--- src/rtl/softmax_seq_if.sv ---
// ============================================================================
// Module   : softmax_seq_if
// Purpose  : Vector-in / probability-vector-out handshake bundle for softmax_seq.
// Revision : 1.0  initial release
// ============================================================================
`default_nettype none

interface softmax_seq_if #(
   parameter int DATA_WIDTH = 8,
   parameter int INPUT_NUM  = 10,
   parameter int OUT_WIDTH  = 8,
   parameter int LEN_WIDTH  = $clog2(INPUT_NUM + 1)
) ();
   logic [DATA_WIDTH*INPUT_NUM-1:0] in_data;
   logic [LEN_WIDTH-1:0]            vec_len;
   logic                            in_valid;
   logic                            in_ready;
   logic [OUT_WIDTH*INPUT_NUM-1:0]  out_data;
   logic                            out_valid;
   logic                            out_ready;

   modport master (
      output in_data, vec_len, in_valid, out_ready,
      input  in_ready, out_data, out_valid
   );

   modport slave (
      input  in_data, vec_len, in_valid, out_ready,
      output in_ready, out_data, out_valid
   );
endinterface

`default_nettype wire

--- src/rtl/softmax_seq.sv ---
// ============================================================================
// Module   : softmax_seq
// Purpose  : Sequential base-2 softmax: serial max scan, exponent/accumulate,
//            then a shared restoring divider producing Q0.OUT_WIDTH lanes.
// Revision : 1.0  initial release
// ============================================================================
`default_nettype none

module softmax_seq #(
   parameter int DATA_WIDTH = 8,
   parameter int INPUT_NUM  = 10,
   parameter int OUT_WIDTH  = 8,
   parameter int EXP_WIDTH  = 16,
   parameter int LEN_WIDTH  = $clog2(INPUT_NUM + 1)
) (
   input  logic          clk_p,
   input  logic          rst_n,
   softmax_seq_if.slave  bus,
   output logic          busy
);

   localparam int c_sumWidth = EXP_WIDTH + $clog2(INPUT_NUM);
   localparam int c_cntWidth = $clog2(OUT_WIDTH + 1);
   localparam logic [LEN_WIDTH-1:0]  c_maxLen  = LEN_WIDTH'(INPUT_NUM);
   localparam logic [c_cntWidth-1:0] c_lastBit = c_cntWidth'(OUT_WIDTH);
   localparam logic [EXP_WIDTH-1:0]  c_expOne  = {1'b1, {(EXP_WIDTH-1){1'b0}}};

   typedef enum logic [2:0] {
      IDLE   = 3'd0,
      MAX    = 3'd1,
      EXPSUM = 3'd2,
      DIV    = 3'd3,
      DONE   = 3'd4
   } state_t;

   state_t r_state;
   state_t w_nextState;

   logic [DATA_WIDTH*INPUT_NUM-1:0] r_data;
   logic [OUT_WIDTH*INPUT_NUM-1:0]  r_outData;
   logic [LEN_WIDTH-1:0]            r_len;
   logic [LEN_WIDTH-1:0]            r_idx;
   logic [c_cntWidth-1:0]           r_bitCnt;
   logic signed [DATA_WIDTH-1:0]    r_max;
   logic [EXP_WIDTH-1:0]            r_exp [INPUT_NUM];
   logic [c_sumWidth-1:0]           r_sum;
   logic [c_sumWidth-1:0]           r_rem;
   logic [OUT_WIDTH-1:0]            r_quot;

   logic                            w_inReady;
   logic                            w_outValid;
   logic                            w_accept;
   logic                            w_lastLane;
   logic                            w_lastBit;
   logic [LEN_WIDTH-1:0]            w_effLen;
   logic signed [DATA_WIDTH-1:0]    w_lane;
   logic [DATA_WIDTH:0]             w_diff;
   logic [EXP_WIDTH-1:0]            w_expTerm;
   logic [c_sumWidth-1:0]           w_expExt;
   logic [c_sumWidth:0]             w_remCand;
   logic [c_sumWidth:0]             w_remNext;
   logic                            w_ge;
   logic [OUT_WIDTH:0]              w_quotFull;
   logic [OUT_WIDTH-1:0]            w_quotSat;

   assign w_accept   = bus.in_valid && w_inReady;
   assign w_lastLane = (r_idx == r_len - 1'b1);
   assign w_lastBit  = (r_bitCnt == c_lastBit);
   assign w_effLen   = ((bus.vec_len == '0) || (bus.vec_len > c_maxLen)) ? c_maxLen : bus.vec_len;

   // --------------------------------------------------------------------
   // Datapath combinational terms
   // --------------------------------------------------------------------
   always_comb begin
      w_lane    = r_data[DATA_WIDTH*r_idx +: DATA_WIDTH];
      // max - x is never negative, so the sign-extended difference is its magnitude
      w_diff    = {r_max[DATA_WIDTH-1], r_max} - {w_lane[DATA_WIDTH-1], w_lane};
      w_expTerm = (int'(w_diff) >= EXP_WIDTH) ? '0 : (c_expOne >> w_diff);
      w_expExt  = '0;
      w_expExt[EXP_WIDTH-1:0] = w_expTerm;

      // First divider step loads e_i (integer quotient bit); later steps shift the remainder
      w_remCand = '0;
      if (r_bitCnt == '0) begin
         w_remCand[EXP_WIDTH-1:0] = r_exp[r_idx];
      end else begin
         w_remCand = {r_rem, 1'b0};
      end
      w_ge       = (w_remCand >= {1'b0, r_sum});
      w_remNext  = w_ge ? (w_remCand - {1'b0, r_sum}) : w_remCand;
      w_quotFull = {r_quot, w_ge};
      w_quotSat  = w_quotFull[OUT_WIDTH] ? '1 : w_quotFull[OUT_WIDTH-1:0];
   end

   // --------------------------------------------------------------------
   // Control FSM
   // --------------------------------------------------------------------
   always_ff @(posedge clk_p or negedge rst_n) begin
      if (!rst_n) begin
         r_state <= IDLE;
      end else begin
         r_state <= w_nextState;
      end
   end

   always_comb begin
      w_nextState = r_state;
      w_inReady   = 1'b0;
      w_outValid  = 1'b0;
      busy        = 1'b1;
      case (r_state)
         IDLE: begin
            busy      = 1'b0;
            w_inReady = rst_n;
            if (bus.in_valid) w_nextState = MAX;
         end
         MAX:    if (w_lastLane) w_nextState = EXPSUM;
         EXPSUM: if (w_lastLane) w_nextState = DIV;
         DIV:    if (w_lastLane && w_lastBit) w_nextState = DONE;
         DONE: begin
            w_outValid = 1'b1;
            if (bus.out_ready) w_nextState = IDLE;
         end
         default: w_nextState = IDLE;
      endcase
   end

   // --------------------------------------------------------------------
   // Datapath registers
   // --------------------------------------------------------------------
   always_ff @(posedge clk_p or negedge rst_n) begin
      if (!rst_n) begin
         r_data    <= '0;
         r_outData <= '0;
         r_len     <= '0;
         r_idx     <= '0;
         r_bitCnt  <= '0;
         r_max     <= '0;
         r_sum     <= '0;
         r_rem     <= '0;
         r_quot    <= '0;
         for (int i = 0; i < INPUT_NUM; i++) r_exp[i] <= '0;
      end else begin
         case (r_state)
            IDLE: begin
               if (w_accept) begin
                  r_data   <= bus.in_data;
                  r_len    <= w_effLen;
                  r_idx    <= '0;
                  r_bitCnt <= '0;
                  r_max    <= '0;
                  r_sum    <= '0;
                  for (int i = 0; i < INPUT_NUM; i++) begin
                     if (i >= int'(w_effLen)) r_outData[OUT_WIDTH*i +: OUT_WIDTH] <= '0;
                  end
               end
            end
            MAX: begin
               if ((r_idx == '0) || (w_lane > r_max)) r_max <= w_lane;
               r_idx <= w_lastLane ? '0 : r_idx + 1'b1;
            end
            EXPSUM: begin
               r_exp[r_idx] <= w_expTerm;
               r_sum        <= r_sum + w_expExt;
               r_idx        <= w_lastLane ? '0 : r_idx + 1'b1;
            end
            DIV: begin
               r_rem  <= w_remNext[c_sumWidth-1:0];
               r_quot <= w_quotFull[OUT_WIDTH-1:0];
               if (w_lastBit) begin
                  r_outData[OUT_WIDTH*r_idx +: OUT_WIDTH] <= w_quotSat;
                  r_bitCnt <= '0;
                  r_idx    <= w_lastLane ? '0 : r_idx + 1'b1;
               end else begin
                  r_bitCnt <= r_bitCnt + 1'b1;
               end
            end
            default: ;
         endcase
      end
   end

   assign bus.in_ready  = w_inReady;
   assign bus.out_valid = w_outValid;
   assign bus.out_data  = r_outData;

endmodule

`default_nettype wire

--- src/flat_wrapper.sv ---
// flat-port wrapper written by rule: the top's interface ports become plain ports
module softmax_seq_flat 
#(
   parameter int DATA_WIDTH = 8,
   parameter int INPUT_NUM  = 10,
   parameter int OUT_WIDTH  = 8,
   parameter int EXP_WIDTH  = 16,
   parameter int LEN_WIDTH  = $clog2(INPUT_NUM + 1)
)
  (clk_p, rst_n, busy, bus_in_data, bus_vec_len, bus_in_valid, bus_out_ready, bus_in_ready, bus_out_data, bus_out_valid);
  softmax_seq_if #(.DATA_WIDTH(DATA_WIDTH), .INPUT_NUM(INPUT_NUM), .OUT_WIDTH(OUT_WIDTH), .LEN_WIDTH(LEN_WIDTH)) bus_i ();
  input  logic clk_p;
  input  logic rst_n;
  output logic busy;
  input wire logic [$bits(bus_i.in_data)-1:0] bus_in_data;
  input wire logic [$bits(bus_i.vec_len)-1:0] bus_vec_len;
  input wire logic [$bits(bus_i.in_valid)-1:0] bus_in_valid;
  input wire logic [$bits(bus_i.out_ready)-1:0] bus_out_ready;
  output wire logic [$bits(bus_i.in_ready)-1:0] bus_in_ready;
  output wire logic [$bits(bus_i.out_data)-1:0] bus_out_data;
  output wire logic [$bits(bus_i.out_valid)-1:0] bus_out_valid;
  assign bus_i.in_data = bus_in_data;
  assign bus_i.vec_len = bus_vec_len;
  assign bus_i.in_valid = bus_in_valid;
  assign bus_i.out_ready = bus_out_ready;
  assign bus_in_ready = bus_i.in_ready;
  assign bus_out_data = bus_i.out_data;
  assign bus_out_valid = bus_i.out_valid;
  softmax_seq #(.DATA_WIDTH(DATA_WIDTH), .INPUT_NUM(INPUT_NUM), .OUT_WIDTH(OUT_WIDTH), .EXP_WIDTH(EXP_WIDTH), .LEN_WIDTH(LEN_WIDTH)) u_core (.clk_p(clk_p), .rst_n(rst_n), .bus(bus_i), .busy(busy));
endmodule
--- config.mk ---
export PLATFORM = sky130hd
export DESIGN_NAME = softmax_seq_flat
export DESIGN_NICKNAME = d
export VERILOG_FILES = /design/src/rtl/softmax_seq_if.sv /design/src/rtl/softmax_seq.sv /design/src/flat_wrapper.sv
export SDC_FILE = /design/constraint.sdc
export NUM_CORES = 1
export LEC_CHECK = 0
export BUFFER_PORTS_ARGS = -buffer_cell sky130_fd_sc_hd__buf_2
export CORE_MARGIN = 5
export CORE_UTILIZATION = 25
export DETAILED_ROUTE_END_ITERATION = 16
export GPL_TIMING_DRIVEN = 0
export SYNTH_ARGS = -nofsm -noshare
export SYNTH_HDL_FRONTEND = slang
export SYNTH_SLANG_ARGS = --single-unit
--- constraint.sdc ---
create_clock -name clk_p -period 8.7 [get_ports clk_p]
set_input_delay 1.74 -clock clk_p [delete_from_list [all_inputs] [get_ports clk_p]]
set_output_delay 1.74 -clock clk_p [all_outputs]
set_load 0.01 [all_outputs]
# Yosys cells after proc, flatten, opt, wreduce, memory -nomap -nowiden
# Index checks and enable logic that the tools add are counted.
[classes] addsub=7 order_cmp=16 eq_ne=24 shifts=4 mux=46 bitwise_logic=1 n_reduce_logical=30
[ops] cell="$bwmux W160" n=1
[ops] cell="$mux W80" n=2
[ops] cell="$pmux W80 S2" n=1
[ops] cell="$mux W8" n=13
[ops] cell="$bwmux W80" n=1
[ops] cell="$mux W16" n=5
[ops] cell="$shift A8 B34 Y80 const A" n=1
[ops] cell="$shiftx A8 B34 Y80" n=1
[ops] cell="$shiftx A80 B8 Y8" n=1
[ops] cell="$bmux W16 S4" n=1
[ops] cell="$demux W16 S4" n=1
[ops] cell="$mux W20" n=2
[ops] cell="$pmux W20 S2" n=1
[ops] cell="$reduce_and A4 Y1" n=10
[ops] cell="$neg A7 Y34" n=1
[ops] cell="$ne A2 B1 Y1 const B" n=16
[ops] cell="$ge A21 B20 Y1" n=1
[ops] cell="$add A20 B16 Y20" n=1
[ops] cell="$mux W4" n=5
[ops] cell="$sub A20 B20 Y20" n=1
[ops] cell="$ge A3 B4 Y1 const A" n=4
[ops] cell="$pmux W8 S2" n=1
[ops] cell="$shr A16 B9 Y16 const A" n=1
[ops] cell="$mux W3" n=5
[ops] cell="33 further kinds" n=51
[totals] ff_bits=391 in_bits=88 out_inout_bits=83 wordCells=157

# Longest topological paths before layout
[logic_depth] word_depth=11 depth_mapped=28 mapped_depth_nobuf=25

# Worst setup path before layout
# OpenSTA, ideal clock, no wires.
[synth_timing] path_type="reg-to-reg" startpoint="reg u_core.r_idx[0]" endpoint="reg u_core.r_sum[18]" setup_ns=0.104 arrival_ns=5.732 required_ns=8.596 slack_ns=2.864 stages_incl_launch_ff=26 path_buffers=3 period_less_slack_ns=5.836 path_cell_list="dfrtp_1 buf_4 buf_2 mux4_2 a22oi_1 a2bb2oi_1 ha_1 a21oi_1 a21boi_2 o21ai_1 a21oi_1 xnor2_1 nor3_2 nand3_1 clkbuf_1 inv_1 ha_1 fa_1 a211oi_2 o21ai_1 a2111o_1 nand4_1 a21boi_1 or2_0 or3_1 o311ai_1"
[synth_between] elab_chain_cells=6 elab_cells_between_ends=7 cone_classes="add/sub: 2; order compare: 1; shift: 2; mux: 2"
[synth_rtl] element="start: declaration" line="softmax_seq.sv:42" text="logic [LEN_WIDTH-1:0] r_idx;"
[synth_rtl] element="start signal: assignment" line="softmax_seq.sv:160" text="r_idx <= w_lastLane ? '0 : r_idx + 1'b1;"
[synth_rtl] element="start signal: assignment" line="softmax_seq.sv:165" text="r_idx <= w_lastLane ? '0 : r_idx + 1'b1;"
[synth_rtl] element="start signal: assignment" line="softmax_seq.sv:173" text="r_idx <= w_lastLane ? '0 : r_idx + 1'b1;"
[synth_rtl] element="$shiftx A80 B8 Y8 *" line="softmax_seq.sv:75" text="w_lane = r_data[DATA_WIDTH*r_idx +: DATA_WIDTH];"
[synth_rtl] element="$sub A8 B8 Y9 *" line="softmax_seq.sv:77" text="w_diff = {r_max[DATA_WIDTH-1], r_max} - {w_lane[DATA_WIDTH-1], w_lane};"
[synth_rtl] element="$ge A9 B5 Y1 or $shr A16 B9 Y16 (tied branches)" line="softmax_seq.sv:78" text="w_expTerm = (int'(w_diff) >= EXP_WIDTH) ? '0 : (c_expOne >> w_diff);"
[synth_rtl] element="$mux W16 *" line="softmax_seq.sv:78"
[synth_rtl] element="named net u_core.w_expTerm[0]" line="softmax_seq.sv:58" text="logic [EXP_WIDTH-1:0] w_expTerm;"
[synth_rtl] element="$add A20 B16 Y20 *" line="softmax_seq.sv:164" text="r_sum <= r_sum + w_expExt;"
[synth_rtl] element="$pmux W20 S2 *" line="softmax_seq.sv:144" text="case (r_state)"
[synth_rtl] element="end signal: assignment" line="softmax_seq.sv:164"
[synth_rtl] element="end: declaration" line="softmax_seq.sv:46" text="logic [c_sumWidth-1:0] r_sum;"
# Mark *: on every way through the listed nets, which the timed path passes. The rest lies on a longest branch.
# A chain may end at the register's enable or synchronous reset.

# Worst setup path in the final report
[layout_timing] startpoint="reg u_core.r_idx[1]" endpoint="reg u_core.r_sum[18]"
# Same word-level chain as after synthesis.

==> reports/results.tsv <==
metric	value	unit
status	finished, final reports clean	
switching_power	3.57	mW
syn_area_per_cell	9.51	sq um
power_frac_seq	29.1	%
postCtsResizedCells	0	
ctsHoldBuffers	0	
synth_area	19600	sq um
grt_pass1_wl	95500	um
first_pass_iters	5	
clockPowerShare	21.5	%
drc	0	
die_h	290	um
timing.fmax	0.133	GHz
final_cells	3346	
clk_pin_slew	0.06	ns
swShare	42.8	%
cp-start-kind	flip-flop	
area_delta_synth_final	18.3	%
r2r_slack	1.19	ns
syn_inst	2061	
drt_iter0_drc	1431	
netlist_top_cells_count	nand2_1 (557), dfrtp_1 (391), o21ai_0 (193)	
synth-seq-cells	391	
nets	2420	
powerDensity	359	nW/um^2
synth_top_area_cell	dfrtp_1	
async_flop_share	100	%
tightest_slew	1.20	ns
ant_nets	0	
rsz0062_at_grt	false	
htree_levels	2	
clockBufferDepth	3	
die_x	290	um
synth_edf_count	0	
ys.flop_type	dfrtp_1	
r2r_end	u_core.r_sum[18]	
overflow	0	
synth_fp_nets	2206	
r2r_cells	28	
p_leak	10.9	nW
worst_setup_path_end_kind	flip-flop	
worstHoldStart	u_core.bus.out_data[22]	
wl_per_cell	18.5	um
cp-endpoint	u_core.r_sum[18]	
hold_class	reg -> reg	
power	8.34	mW
clock-sinks	391	
gp_congestion	0.894	
synthTopCellsByArea	dfrtp_1 (50%), nand2_1 (11%), mux4_2 (5.5%)	
die_area	84100	sq um
grt_pass1_vias	16100	
path_class	reg -> reg	
grt_start_max_net_pins	116	
ys_seq_area_share	49.9	%
multi_input_area	9050	sq um
antennaDiodeCount	0	
cts_setup_buffers	0	
finalHoldViolations	0	
tns	0	ns
cts_buffers	43	
cp_max_fo	10	
ys_warn_count	0	
yosysMostFrequentCell	nand2_1	
cp_slowest_cell	buf_1	
seq_area	9780	sq um
initial_core_util	25.3	%
slew_headroom	19.1	%
layout_min_cycle_time	7.51	ns
vias_per_cell	4.85	
p_comb_share	49.4	%
slew_viol_final	0	
fin_crit_sh	86.3	%
grt.total_usage	14.1	%
dp_hpwl	44400	um
antenna_found_initial	0	
cap_violations	0	
vias	16200	
crit_path_max_incr_delay	0.81	ns
rows	102	
worstPathArrival	7.96	ns
finalWirelength	61800	um
setup_viol	0	
clk_latency	0.56	ns
fp.coreArea	77600	sq um
n_fill_cell	8257	
dpl.cell_count	3270	
reg2reg_from	u_core.r_idx[1]	
cp_data_required_time	9.15	ns
startpoint	u_core.r_idx[1]	
intPower	4.77	mW
irDropWorstVdd	227	uV
synth_top_area_share	49.9	%
fin_skew	0.0176	ns
io_pins	171	
synthDistinctLibCells	79	
tritoncts	yes	
cts_root_buf	clkbuf_16	
drive_above_1_share	15.9	%
port-buffer-count	166	
-- power groups by stage --
stage | Clock, mW | Combinational (mW) | Sequential, mW
2_1_floorplan | 0 | 2.98 | 2.39
3_3_place_gp | 0 | 4.04 | 2.45
3_5_place_dp | 0 | 4.07 | 2.45
4_1_cts | 1.82 | 4.09 | 2.42
5_1_grt | 1.89 | 4.56 | 2.47
6_report | 1.79 | 4.12 | 2.43
-- worst max-delay path: cells and delay by family, from the launching register on --
family / cells / cell delay (ns)
compound gates: 10 / 1.86
xor+xnor: 1 / 0.16
fa+ha+maj: 4 / 1.38
buf+inv: 6 / 2.12
flops: 1 / 0.39
mux: 1 / 0.45
simple gates: 6 / 1.04
-- worst min-delay path by stage --
stage / endpoint / slack (ns) / cells after the start
CTS: u_core.bus.out_data[22] / 0.47 / 2
finish: u_core.bus.out_data[22] / 0.47 / 2
global route: u_core.r_data[69] / 0.49 / 2
detailed placement: u_core.r_data[5] / 0.46 / 2
floorplan: u_core.r_data[72] / 0.44 / 2
global placement: u_core.r_rem[15] / 0.45 / 2
-- kinds of logic after synthesis --
kind of cell	Yosys count	synth area share, %
simple gates	792	17.0
compound gates	499	15.5
fa+ha+maj	57	3.75
buf+inv	186	3.97
xor+xnor	35	1.56
flops	391	49.9
mux	101	8.34
-- placed cells by master (no fill, tap or decap), drive strengths merged, types with 6 or more instances in the layout --
cell and n:
nand2 557, dfrtp 391, o21ai 271, buf 211, clkbuf 146, nor2 94
a21oi 69, inv 65, ha 54, mux4 48, nand3 46, a22o 41
mux2i 34, nor3 27, xnor2 22, a21o 22, mux2 19, o31ai 15
nor2b 13, xor2 13, a22oi 10, o21a 10, and3 8, a31oi 8
a2bb2oi 7, clkinv 7, or2 7, o211ai 6, nand3b 6, a211oi 6
-- layout make-up --
type                       count  area share [%]
buffer                       124            2.35
inverter                      62            1.00
clock inverter                12           0.442
sequential                   391            42.2
timing repair buffer         169            3.98
tap                         1040            5.61
multi-input combinational   1484            39.0
clock buffer                  64            5.45
-- metal layers --
layer,GRT usage [%],part of all wire (%)
met1,19.5,45
met2,22.5,46
met3,3.13,7.1
met4,3.62,2.6
met5,0,0
-- through the flow --
step                util [%]  setup slack [ns]  hold WS, ns  area, sq um
floorplan                  -              2.86        0.440        19600
global placement        28.0             -3.72        0.455        21700
detailed placement      28.1              1.36        0.457        21800
CTS                     29.9              1.31        0.474        23200
global route            29.9             0.729        0.486        23200
finish                  29.9              1.19        0.467        23200
-- sequential cells by signal, indices dropped and copies added, names as in the netlist --
name	cells
u_core.r_state	3
u_core.r_data	80
u_core.r_quot	8
u_core.r_len	4
u_core.r_rem	20
u_core.r_idx	4
u_core.r_bitCnt	4
u_core.bus.out_data	80
u_core.r_max	8
u_core.r_exp	160
u_core.r_sum	20
Note: power is estimated with default switching activity, not from simulation.
